==> src/rtl/bus_pkg.sv <==
// Shared constants and helpers for the multi-master system bus.
package bus_pkg;

    localparam int NM_DEF = 2;
    localparam int NS_DEF = 4;
    localparam int AW_DEF = 16;
    localparam int DW_DEF = 64;
    localparam int RB_DEF = 11;

    typedef enum logic {
        ARB_IDLE  = 1'b0,
        ARB_OWNED = 1'b1
    } arb_state_e;

    // Index width for n items; never below 1 so single-entry vectors still get a select.
    function automatic int clog2(input int n);
        int r;
        r = 1;
        while ((1 << r) < n) r++;
        return r;
    endfunction

    function automatic int unsigned region_idx(input logic [31:0] addr, input int rb);
        return addr >> rb;
    endfunction

endpackage

==> src/rtl/multi_bus_if.sv <==
// Master-side and slave-side signal bundle of the shared bus.
interface multi_bus_if #(
    parameter int NM = 2,
    parameter int NS = 4,
    parameter int AW = 16,
    parameter int DW = 64
);
    logic [NM-1:0]          m_req;
    logic [NM-1:0]          m_wr;
    logic [NM-1:0][AW-1:0]  m_addr;
    logic [NM-1:0][DW-1:0]  m_dout;
    logic [NM-1:0]          m_grant;
    logic [DW-1:0]          m_din;
    logic                   m_err;
    logic [NS-1:0]          s_sel;
    logic                   s_wr;
    logic [AW-1:0]          s_addr;
    logic [DW-1:0]          s_din;
    logic [NS-1:0][DW-1:0]  s_dout;

    modport master (
        output m_req, m_wr, m_addr, m_dout,
        input  m_grant, m_din, m_err
    );

    modport slave (
        input  s_sel, s_wr, s_addr, s_din,
        output s_dout
    );

    modport fabric (
        input  m_req, m_wr, m_addr, m_dout, s_dout,
        output m_grant, m_din, m_err, s_sel, s_wr, s_addr, s_din
    );
endinterface

==> src/rtl/rr_arbiter.sv <==
// Round-robin bus-lock arbiter: the owner keeps the bus until it drops its request.
module rr_arbiter
    import bus_pkg::*;
#(
    parameter  int NM = NM_DEF,
    localparam int IW = clog2(NM)
) (
    input  logic          clk,
    input  logic          reset_n,
    input  logic [NM-1:0] req,
    output logic [NM-1:0] grant,
    output logic [IW-1:0] owner
);

    arb_state_e    state, nxt_state;
    logic [IW-1:0] last, nxt_last, nxt_owner, base, cand, pick;
    logic [NM-1:0] nxt_grant;
    logic          found;

    always_comb begin
        nxt_state = state;
        nxt_owner = owner;
        nxt_last  = last;
        base      = (state == ARB_OWNED) ? owner : last;
        found     = 1'b0;
        pick      = '0;
        cand      = '0;
        // Search starts one past base and wraps; base itself is visited last.
        for (int k = 1; k <= NM; k++) begin
            cand = IW'((int'(base) + k) % NM);
            if (!found && req[cand]) begin
                found = 1'b1;
                pick  = cand;
            end
        end
        case (state)
            ARB_IDLE: begin
                if (found) begin
                    nxt_state = ARB_OWNED;
                    nxt_owner = pick;
                end
            end
            ARB_OWNED: begin
                if (!req[owner]) begin
                    nxt_last = owner;
                    if (found) nxt_owner = pick;
                    else       nxt_state = ARB_IDLE;
                end
            end
            default: nxt_state = ARB_IDLE;
        endcase
        nxt_grant = (nxt_state == ARB_OWNED) ? (NM'(1) << nxt_owner) : '0;
    end

    always_ff @(posedge clk or negedge reset_n) begin
        if (!reset_n) begin
            state <= ARB_IDLE;
            last  <= IW'(NM - 1);
            owner <= '0;
            grant <= '0;
        end else begin
            state <= nxt_state;
            last  <= nxt_last;
            owner <= nxt_owner;
            grant <= nxt_grant;
        end
    end

endmodule

==> src/rtl/multi_bus.sv <==
// Shared-bus interconnect: NM masters to NS address-decoded slaves with registered read return.
module multi_bus
    import bus_pkg::*;
#(
    parameter int NM = NM_DEF,
    parameter int NS = NS_DEF,
    parameter int AW = AW_DEF,
    parameter int DW = DW_DEF,
    parameter int RB = RB_DEF
) (
    input  logic        clk,
    input  logic        reset_n,
    multi_bus_if.fabric bus
);

    localparam int IW = clog2(NM);
    localparam int SW = clog2(NS);

    logic [NM-1:0] grant;
    logic [IW-1:0] owner;
    logic          act, mapped, rd_valid, err_q;
    int unsigned   idx;
    logic [SW-1:0] rd_idx;

    rr_arbiter #(.NM(NM)) u_arb (
        .clk     (clk),
        .reset_n (reset_n),
        .req     (bus.m_req),
        .grant   (grant),
        .owner   (owner)
    );

    assign bus.m_grant = grant;
    assign bus.s_wr    = bus.m_wr[owner];
    assign bus.s_addr  = bus.m_addr[owner];
    assign bus.s_din   = bus.m_dout[owner];

    // A grant left over after the owner released its request issues no access.
    assign act    = (|grant) & bus.m_req[owner];
    assign idx    = region_idx(32'(bus.s_addr), RB);
    assign mapped = (idx < unsigned'(NS));

    always_comb begin
        bus.s_sel = '0;
        if (act && mapped) bus.s_sel[idx[SW-1:0]] = 1'b1;
    end

    always_ff @(posedge clk or negedge reset_n) begin
        if (!reset_n) begin
            rd_valid <= 1'b0;
            rd_idx   <= '0;
            err_q    <= 1'b0;
        end else begin
            rd_valid <= act & ~bus.s_wr & mapped;
            rd_idx   <= idx[SW-1:0];
            err_q    <= act & ~mapped;
        end
    end

    assign bus.m_din = rd_valid ? bus.s_dout[rd_idx] : '0;
    assign bus.m_err = err_q;

endmodule
==> src/flat_wrapper.sv <==
// flat-port wrapper written by rule: the top's interface ports become plain ports
module multi_bus_flat import bus_pkg::*;
#(
    parameter int NM = NM_DEF,
    parameter int NS = NS_DEF,
    parameter int AW = AW_DEF,
    parameter int DW = DW_DEF,
    parameter int RB = RB_DEF
)
  (clk, reset_n, bus_m_req, bus_m_wr, bus_m_addr, bus_m_dout, bus_s_dout, bus_m_grant, bus_m_din, bus_m_err, bus_s_sel, bus_s_wr, bus_s_addr, bus_s_din);
  multi_bus_if #(.NM(NM), .NS(NS), .AW(AW), .DW(DW)) bus_i ();
  input  logic clk;
  input  logic reset_n;
  input wire logic [$bits(bus_i.m_req)-1:0] bus_m_req;
  input wire logic [$bits(bus_i.m_wr)-1:0] bus_m_wr;
  input wire logic [$bits(bus_i.m_addr)-1:0] bus_m_addr;
  input wire logic [$bits(bus_i.m_dout)-1:0] bus_m_dout;
  input wire logic [$bits(bus_i.s_dout)-1:0] bus_s_dout;
  output wire logic [$bits(bus_i.m_grant)-1:0] bus_m_grant;
  output wire logic [$bits(bus_i.m_din)-1:0] bus_m_din;
  output wire logic [$bits(bus_i.m_err)-1:0] bus_m_err;
  output wire logic [$bits(bus_i.s_sel)-1:0] bus_s_sel;
  output wire logic [$bits(bus_i.s_wr)-1:0] bus_s_wr;
  output wire logic [$bits(bus_i.s_addr)-1:0] bus_s_addr;
  output wire logic [$bits(bus_i.s_din)-1:0] bus_s_din;
  assign bus_i.m_req = bus_m_req;
  assign bus_i.m_wr = bus_m_wr;
  assign bus_i.m_addr = bus_m_addr;
  assign bus_i.m_dout = bus_m_dout;
  assign bus_i.s_dout = bus_s_dout;
  assign bus_m_grant = bus_i.m_grant;
  assign bus_m_din = bus_i.m_din;
  assign bus_m_err = bus_i.m_err;
  assign bus_s_sel = bus_i.s_sel;
  assign bus_s_wr = bus_i.s_wr;
  assign bus_s_addr = bus_i.s_addr;
  assign bus_s_din = bus_i.s_din;
  multi_bus #(.NM(NM), .NS(NS), .AW(AW), .DW(DW), .RB(RB)) u_core (.clk(clk), .reset_n(reset_n), .bus(bus_i));
endmodule
==> config.mk <==
export PLATFORM = sky130hd
export DESIGN_NAME = multi_bus_flat
export DESIGN_NICKNAME = d
export VERILOG_FILES = /design/src/rtl/bus_pkg.sv /design/src/rtl/multi_bus_if.sv /design/src/rtl/rr_arbiter.sv /design/src/rtl/multi_bus.sv /design/src/flat_wrapper.sv
export SDC_FILE = /design/constraint.sdc
export NUM_CORES = 1
export LEC_CHECK = 0
export CORE_AREA = 5 5 221 223
export CTS_BUF_LIST = sky130_fd_sc_hd__clkbuf_2
export DETAILED_ROUTE_END_ITERATION = 7
export DIE_AREA = 0 0 226 228
export GPL_TIMING_DRIVEN = 0
export PLACE_DENSITY = 0.45
export SLEW_MARGIN = 40
export SYNTH_ARGS = -nofsm -noshare
export SYNTH_HDL_FRONTEND = slang
export SYNTH_SLANG_ARGS = --single-unit
==> constraint.sdc <==
create_clock -name clk -period 3.1 [get_ports clk]
set_input_delay 0.93 -clock clk [delete_from_list [all_inputs] [get_ports clk]]
set_output_delay 0.93 -clock clk [all_outputs]
set_load 0.01 [all_outputs]
==> results of run 1 <==
Yosys cell counts (all sizes together):
cell     n
nor4     1
dfstp    1
dfrtp    8
clkbuf   7
nor3b    1
and2    65
a22o     1
buf     23
a21oi    3
nand2    1
o211a    1
nor2     3
nand2b   2
inv      4
o221ai   1
a21bo    1
mux4    64
nor3     7
o21ai    1
mux2i    2
mux2    80
final cells by class:
type,instances,share of cell area
Tap cell,607,0.0783
Buffer,30,0.0285
Timing Repair Buffer,573,0.554
Antenna cell,8,0.00206
Clock inverter,1,0.000516
Sequential cell,9,0.0233
Inverter,4,0.00155
Clock buffer,3,0.00155
Multi-Input combinational cell,234,0.310
placed cells by master, fill, tap and decap left out, drive strengths merged:
| master | instances |
|---|---|
| clkdlybuf4s50 | 438 |
| buf | 88 |
| mux2 | 80 |
| and2 | 65 |
| mux4 | 64 |
| dlygate4sd2 | 54 |
| dlymetal6s2s | 13 |
| clkbuf | 12 |
| diode | 8 |
| dfrtp | 8 |
| nor3 | 7 |
| inv | 4 |
| nor2 | 3 |
| a21oi | 3 |
| mux2i | 2 |
| nand2b | 2 |
| nor3b | 1 |
| o221ai | 1 |
| nand2 | 1 |
| o21ai | 1 |
| a21bo | 1 |
| a22o | 1 |
| nor4 | 1 |
| o211a | 1 |
| clkinv | 1 |
| clkdlybuf4s15 | 1 |
| dfstp | 1 |
power by group:
group,total [mW],leakage [nW],internal [mW],switching [mW]
Combinational,1.66,3.72,1.10,0.558
Sequential,0.149,0.107,0.134,0.0150
Clock,0.0732,0.0164,0.0292,0.0439
layer usage:
layer | vias to the layer above | routed length [um] | GRT usage
li1 | 2260 | - | -
met1 | 2370 | 11100 | 0.116
met2 | 399 | 16500 | 0.217
met3 | 44 | 3270 | 0.0335
met4 | 2 | 870 | 0.0333
met5 | - | 13 | 0
flip-flops by register name, summed over array words and instances, names as in the netlist:
signal and count:
u_core.bus.m_err 1, u_core.rd_idx 2, u_core.rd_valid 1, u_core.u_arb.grant 2, u_core.u_arb.last 1, u_core.u_arb.owner 1, u_core.u_arb.state 1
worst register-to-register path, stage by stage, from the launching register on:
cell,delay [ns]
sky130_fd_sc_hd__dfrtp_1,0.33
sky130_fd_sc_hd__buf_4,0.19
sky130_fd_sc_hd__buf_8,0.19
sky130_fd_sc_hd__mux2_2,0.44
sky130_fd_sc_hd__nor3_1,0.18
cell families (layout without fill, tap and decap cells):
| family | Yosys count | in the layout | synth area share |
|---|---|---|---|
| flip-flops | 9 | 9 | 0.0666 |
| other | 0 | 8 | 0 |
| AO/OA/AOI/OAI | 8 | 8 | 0.0169 |
| AND/OR/NAND/NOR | 80 | 80 | 0.142 |
| buffers and inverters | 34 | 611 | 0.0747 |
| multiplexers | 146 | 146 | 0.700 |
stage by stage:
stage	TNS, ns	setup WS, ns	total power, mW	cells	instance area, um2
2_1_floorplan	0	0.508	0.837	277	3400
3_3_place_gp	-23.51	-0.663	1.85	1457	9890
3_5_place_dp	-23.69	-0.679	1.84	1457	9890
4_1_cts	-0.245	-0.125	1.92	1461	9690
5_1_grt	-0.0413	-0.0213	2.00	1467	9700
6_report	0	0.0138	1.88	1469	9700
worst max path at each step:
stage	slack [ns]	end
final	0.01	bus_m_din[46]
after global routing	-0.02	bus_s_sel[1]
after CTS	-0.13	bus_s_sel[2]
after detailed placement	-0.68	bus_s_sel[3]
after global placement	-0.66	bus_s_sel[3]
after floorplan	0.51	bus_s_sel[0]
what timing repair did:
item                       in CTS  in global routing
resized for setup             340                 43
setup endpoints to repair     140                 53
pin swaps                       4                  5
hold buffers                    0                  0
setup buffers                   0                  0
==> parameters.txt, run 1 <==
Parameter                              Value

Critical path
  Endpoint type of the worst setup path    output pin
  Critical Path Slowest Stage Cell    sky130_fd_sc_hd__mux4_2
  Number of buffers and inverters on the critical path    2
  Worst stage delay on the critical path    0.47 ns
  Required time at the worst-slack endpoint    2.17 ns
  Worst-case register-to-register setup slack    1.67 ns
  Sort of element at the start of the critical path    input port
  Critical-path cell list    clkdlybuf4s50_1 -> mux4_2 -> and2_4 -> buf_4
  Top Family by Delay on Critical Path    buffers and inverters
  Crit Reg-Reg Startpoint    u_core.u_arb.owner
  Number of cells on the critical path    4
  CP Launch Point    bus_s_dout[110]
  Type of the worst setup path    in -> out
  Endpoint of the most critical register-to-register path    u_core.rd_valid
  CP Data Arrival Time    2.16 ns
  Worst R2R Path Depth    4
  Maximum net fanout on the critical path    1

Logic synthesis
  Combined area of all synthesized cells    0.00340 mm2
  Post-Synthesis Cells    277
  Ys Warns    0
  Synthesized area divided by synthesized cell count    12.3 um2
  Largest area contributor in the synthesized netlist    sky130_fd_sc_hd__mux4_2
  Flip-flop and latch count after synthesis    9
  Synthesized netlist net count    699
  Leading cell types by total area after synthesis    sky130_fd_sc_hd__mux4_2, sky130_fd_sc_hd__mux2_2, sky130_fd_sc_hd__and2_1
  Share of Yosys cell area claimed by the top area cell type    0.398
  Number of unique standard cell types used by synthesis    25
  Seq/Total Area, Yosys    0.0666

STA
  Headroom to the max-slew limit    0.598
  Clk_skew    0.00855 ns
  Worst hold margin    0.550 ns
  Maximum clock frequency    0.324 GHz
  Final number of max-transition violations    0
  Final count of hold timing violations    0
  Final setup violating endpoints    0
  Unrepaired setup endpoints after global routing    true
  Final cycle utilization of the critical path    0.996
  Minimum clock period after layout    3.09 ns
  Tightest Pin Transition    0.603 ns

Global route
  Number of antenna violations at the first check in global routing    19
  GR Util All Layers    0.113
  Largest net degree at the start of global routing    11
  Vias in the first global route    5885
  Total gr overflow    0
  Global-route wire length before repair    42500 um

Floorplan
  Ports placed on the boundary    574
  Die height    228 um
  Floorplan Core Area    0.0464 mm2
  Starting utilization of the core area    0.0733
  Width of the die    226 um
  DIE AREA    0.0515 mm2
  Rows    79

Hold path
  Min-Delay Path Depth    2
  Min-Delay Startpoint    u_core.u_arb.last
  Type of the worst min-delay path    reg -> reg
  Worst-case hold path end point    u_core.u_arb.last

Power and ir drop
  Power density over cell area    194 mW/mm2
  Static Leak    3.85 nW
  Largest vdd supply drop    0.000124 V

Route
  Final routed DRC violation total    0
  WL final    31700 um
  Post-detailed-route wirelength per cell    21.6 um
  Detailed router's first-iteration violation count    118
  Count of nets left with antenna violations after detail routing    0
  Via/cell ratio    3.45
  Router iterations before antenna repair    4
  Via total after detailed routing    5075

Finish
  Nets    1277
  Core utilization of the finished layout    0.209
  Multi-input gate area    0.00301 mm2
  FILL cells    5155
  Share of layout cells above drive strength 1    0.304
  Flip-flop and latch area    226 um2
  Area growth, synth to finish    185%

Run
  Maxcap violations    0

Outcome
  Run status    complete, no violations

Clock tree
  Sinks on Clock Net    9
  CTS tree    yes
  Clock latency reported for the late side of the worst-skew pair    0.25 ns
  Root Driver    sky130_fd_sc_hd__clkbuf_2
  CTS buffer count    3
  Clk slew on worst S/H paths    0.10 ns
  Max clock buf depth    2
  CTS H-tree lvls    1

Placement
  Number of buffers inserted by port buffering    573
  DPL Wire Length    29000 um
  Final GP Congestion    0.787
(Power assumes the default switching activity.)
==> run 2, diff against run 1 <==
--- a/config.mk
+++ b/config.mk
@@ -5,10 +5,10 @@
 export SDC_FILE = /design/constraint.sdc
 export NUM_CORES = 1
 export LEC_CHECK = 0
-export CORE_AREA = 5 5 221 223
+export CORE_AREA = 3 3 219 221
 export CTS_BUF_LIST = sky130_fd_sc_hd__clkbuf_2
 export DETAILED_ROUTE_END_ITERATION = 7
-export DIE_AREA = 0 0 226 228
+export DIE_AREA = 0 0 222 224
 export GPL_TIMING_DRIVEN = 0
 export PLACE_DENSITY = 0.45
 export SLEW_MARGIN = 40
==> parameters.txt, run 2 (synthesis results as in run 1) <==
Parameter                              Value

Global route
  Number of antenna violations at the first check in global routing    10
  Largest net degree at the start of global routing    11
  Global-route wire length before repair    42100 um
  Total gr overflow    0
  GR Util All Layers    0.115
  Vias in the first global route    5650

Critical path
  Termination of the worst setup path    bus_s_addr[0]
  Number of buffers and inverters on the critical path    2
  CP Data Arrival Time    2.16 ns
  Maximum net fanout on the critical path    1
  CP Launch Point    bus_m_addr[16]
  Critical-path cell list    clkdlybuf4s50_1 -> mux2_2 -> clkdlybuf4s50_1
  Worst R2R Path Depth    5
  Required time at the worst-slack endpoint    2.17 ns
  Type of the worst setup path    in -> out
  Sort of element at the start of the critical path    input port
  Endpoint type of the worst setup path    output pin
  Critical Path Slowest Stage Cell    sky130_fd_sc_hd__clkdlybuf4s50_1
  Top Family by Delay on Critical Path    buffers and inverters
  Critical Path Most Common Cell    sky130_fd_sc_hd__clkdlybuf4s50_1
  Number of cells on the critical path    3
  Worst stage delay on the critical path    0.48 ns
  Worst-case register-to-register setup slack    1.70 ns
  Endpoint of the most critical register-to-register path    u_core.bus.m_err
  Crit Reg-Reg Startpoint    u_core.u_arb.owner

Run
  Maxcap violations    0

Route
  Post-detailed-route wirelength per cell    20.8 um
  Router iterations before antenna repair    4
  Final routed DRC violation total    0
  Count of nets left with antenna violations after detail routing    0
  Via/cell ratio    3.39
  WL final    30500 um
  Detailed router's first-iteration violation count    165
  Via total after detailed routing    4974

Power and ir drop
  Largest vdd supply drop    0.000115 V
  Sum of internal, switching and leakage power    1.88 mW
  Power density over cell area    194 mW/mm2
  Static Leak    3.84 nW

STA
  Final number of max-transition violations    0
  Final setup violating endpoints    0
  Final count of hold timing violations    0
  Setup slack of the critical path after layout    0.0111 ns
  Maximum clock frequency    0.324 GHz
  Final cycle utilization of the critical path    0.996
  Clk_skew    0.0160 ns
  Minimum clock period after layout    3.09 ns
  Unrepaired setup endpoints after global routing    true
  Headroom to the max-slew limit    0.566
  Tightest Pin Transition    0.651 ns

Finish
  Core utilization of the finished layout    0.209
  Top Registers    u_core.rd_idx x2, u_core.u_arb.grant x2
  Nets    1277
  Share of layout cells above drive strength 1    0.303
  Area growth, synth to finish    185%
  Most common cell after layout, fill and taps aside    sky130_fd_sc_hd__clkdlybuf4s50_1
  Highest-count cells in the layout ignoring fill and taps    sky130_fd_sc_hd__clkdlybuf4s50_1, sky130_fd_sc_hd__mux2_2, sky130_fd_sc_hd__buf_2
  Finished Cell Area    0.00969 mm2

Floorplan
  Rows    79
  Floorplan Core Area    0.0464 mm2
  Die height    224 um
  Starting utilization of the core area    0.0733
  DIE AREA    0.0497 mm2
  Ports placed on the boundary    574
  Width of the die    222 um

Clock tree
  Sinks on Clock Net    9
  Max clock buf depth    2
  Clock latency reported for the late side of the worst-skew pair    0.25 ns
  Cts hold-fix bufs    0
  CTS buffer count    3
  Root Driver    sky130_fd_sc_hd__clkbuf_2
  Clk slew on worst S/H paths    0.11 ns
  Number of post-CTS setup repair buffers    0
  CTS H-tree lvls    1
  CTS tree    yes

Placement
  Post-place setup slack    -0.740 ns
  Post-placement cell area    0.00989 mm2
  Final GP Congestion    0.802
  Number of buffers inserted by port buffering    573
  DPL Wire Length    27800 um

Hold path
  Type of the worst min-delay path    reg -> reg

Outcome
  Run status    complete, no violations
[run 2: worst min-delay path: cells and delay by family, from the launching register on]
kind,cells,cell delay [ns]
AO/OA/AOI/OAI,1,0.10
flip-flops,1,0.39
AND/OR/NAND/NOR,1,0.06
[run 2: worst min-delay path by stage]
stage                       from                 to  slack [ns]  cells past startpoint
4_1_cts        u_core.u_arb.last  u_core.u_arb.last        0.54                      2
3_3_place_gp   u_core.u_arb.last  u_core.u_arb.last        0.56                      2
5_1_grt        u_core.u_arb.last  u_core.u_arb.last        0.59                      2
3_5_place_dp   u_core.u_arb.last  u_core.u_arb.last        0.53                      2
2_1_floorplan  u_core.u_arb.last  u_core.u_arb.last        0.51                      2
6_report       u_core.u_arb.last  u_core.u_arb.last        0.54                      2
[run 2: repair_timing]
| item | 4_1_cts | 5_1_grt |
|---|---|---|
| setup endpoints to repair | 140 | 73 |
| resized for setup | 354 | 37 |
| pin swaps | 0 | 7 |
[run 2: metrics by stage]
| stage | setup TNS, ns | hold WS, ns | instances |
|---|---|---|---|
| 2_1_floorplan | 0 | 0.507 | 277 |
| 3_3_place_gp | -23.77 | 0.558 | 1457 |
| 3_5_place_dp | -23.85 | 0.528 | 1457 |
| 4_1_cts | -0.651 | 0.544 | 1461 |
| 5_1_grt | -0.151 | 0.594 | 1463 |
| 6_report | 0 | 0.544 | 1466 |
[run 2: power by group]
part           total [mW]  switching [mW]  internal, mW
Sequential          0.146          0.0125         0.134
Combinational        1.66           0.567          1.09
Clock              0.0719          0.0427        0.0292
Total                1.88           0.622          1.25
[run 2: per-layer routing]
metal / GRT usage / up-vias / part of all wire
met5: 0 / - / 0
met4: 0.00929 / 0 / 0.011
met3: 0.0308 / 16 / 0.083
met2: 0.233 / 350 / 0.55
met1: 0.123 / 2351 / 0.36
li1: - / 2257 / -
[run 2: layout make-up]
cell class              count  area [um2]
flip-flops and latches      9         226
inverters                   4        15.0
plain buffers              30         279
clock buffers               3        15.0
fillers                  5109       36700
clock inverters             1        5.00
repair buffers            573        5360
multi-input cells         234        3020
well taps                 607         759
diodes                      5        12.5
==> run 3, diff against run 2 <==
--- a/config.mk
+++ b/config.mk
@@ -7,6 +7,7 @@
 export LEC_CHECK = 0
 export CORE_AREA = 3 3 219 221
 export CTS_BUF_LIST = sky130_fd_sc_hd__clkbuf_2
+export CTS_CLUSTER_DIAMETER = 100
 export DETAILED_ROUTE_END_ITERATION = 7
 export DIE_AREA = 0 0 222 224
 export GPL_TIMING_DRIVEN = 0
==> results of run 3 <==
Same layout as run 2: the final DEF is identical, and so are final timing and power.
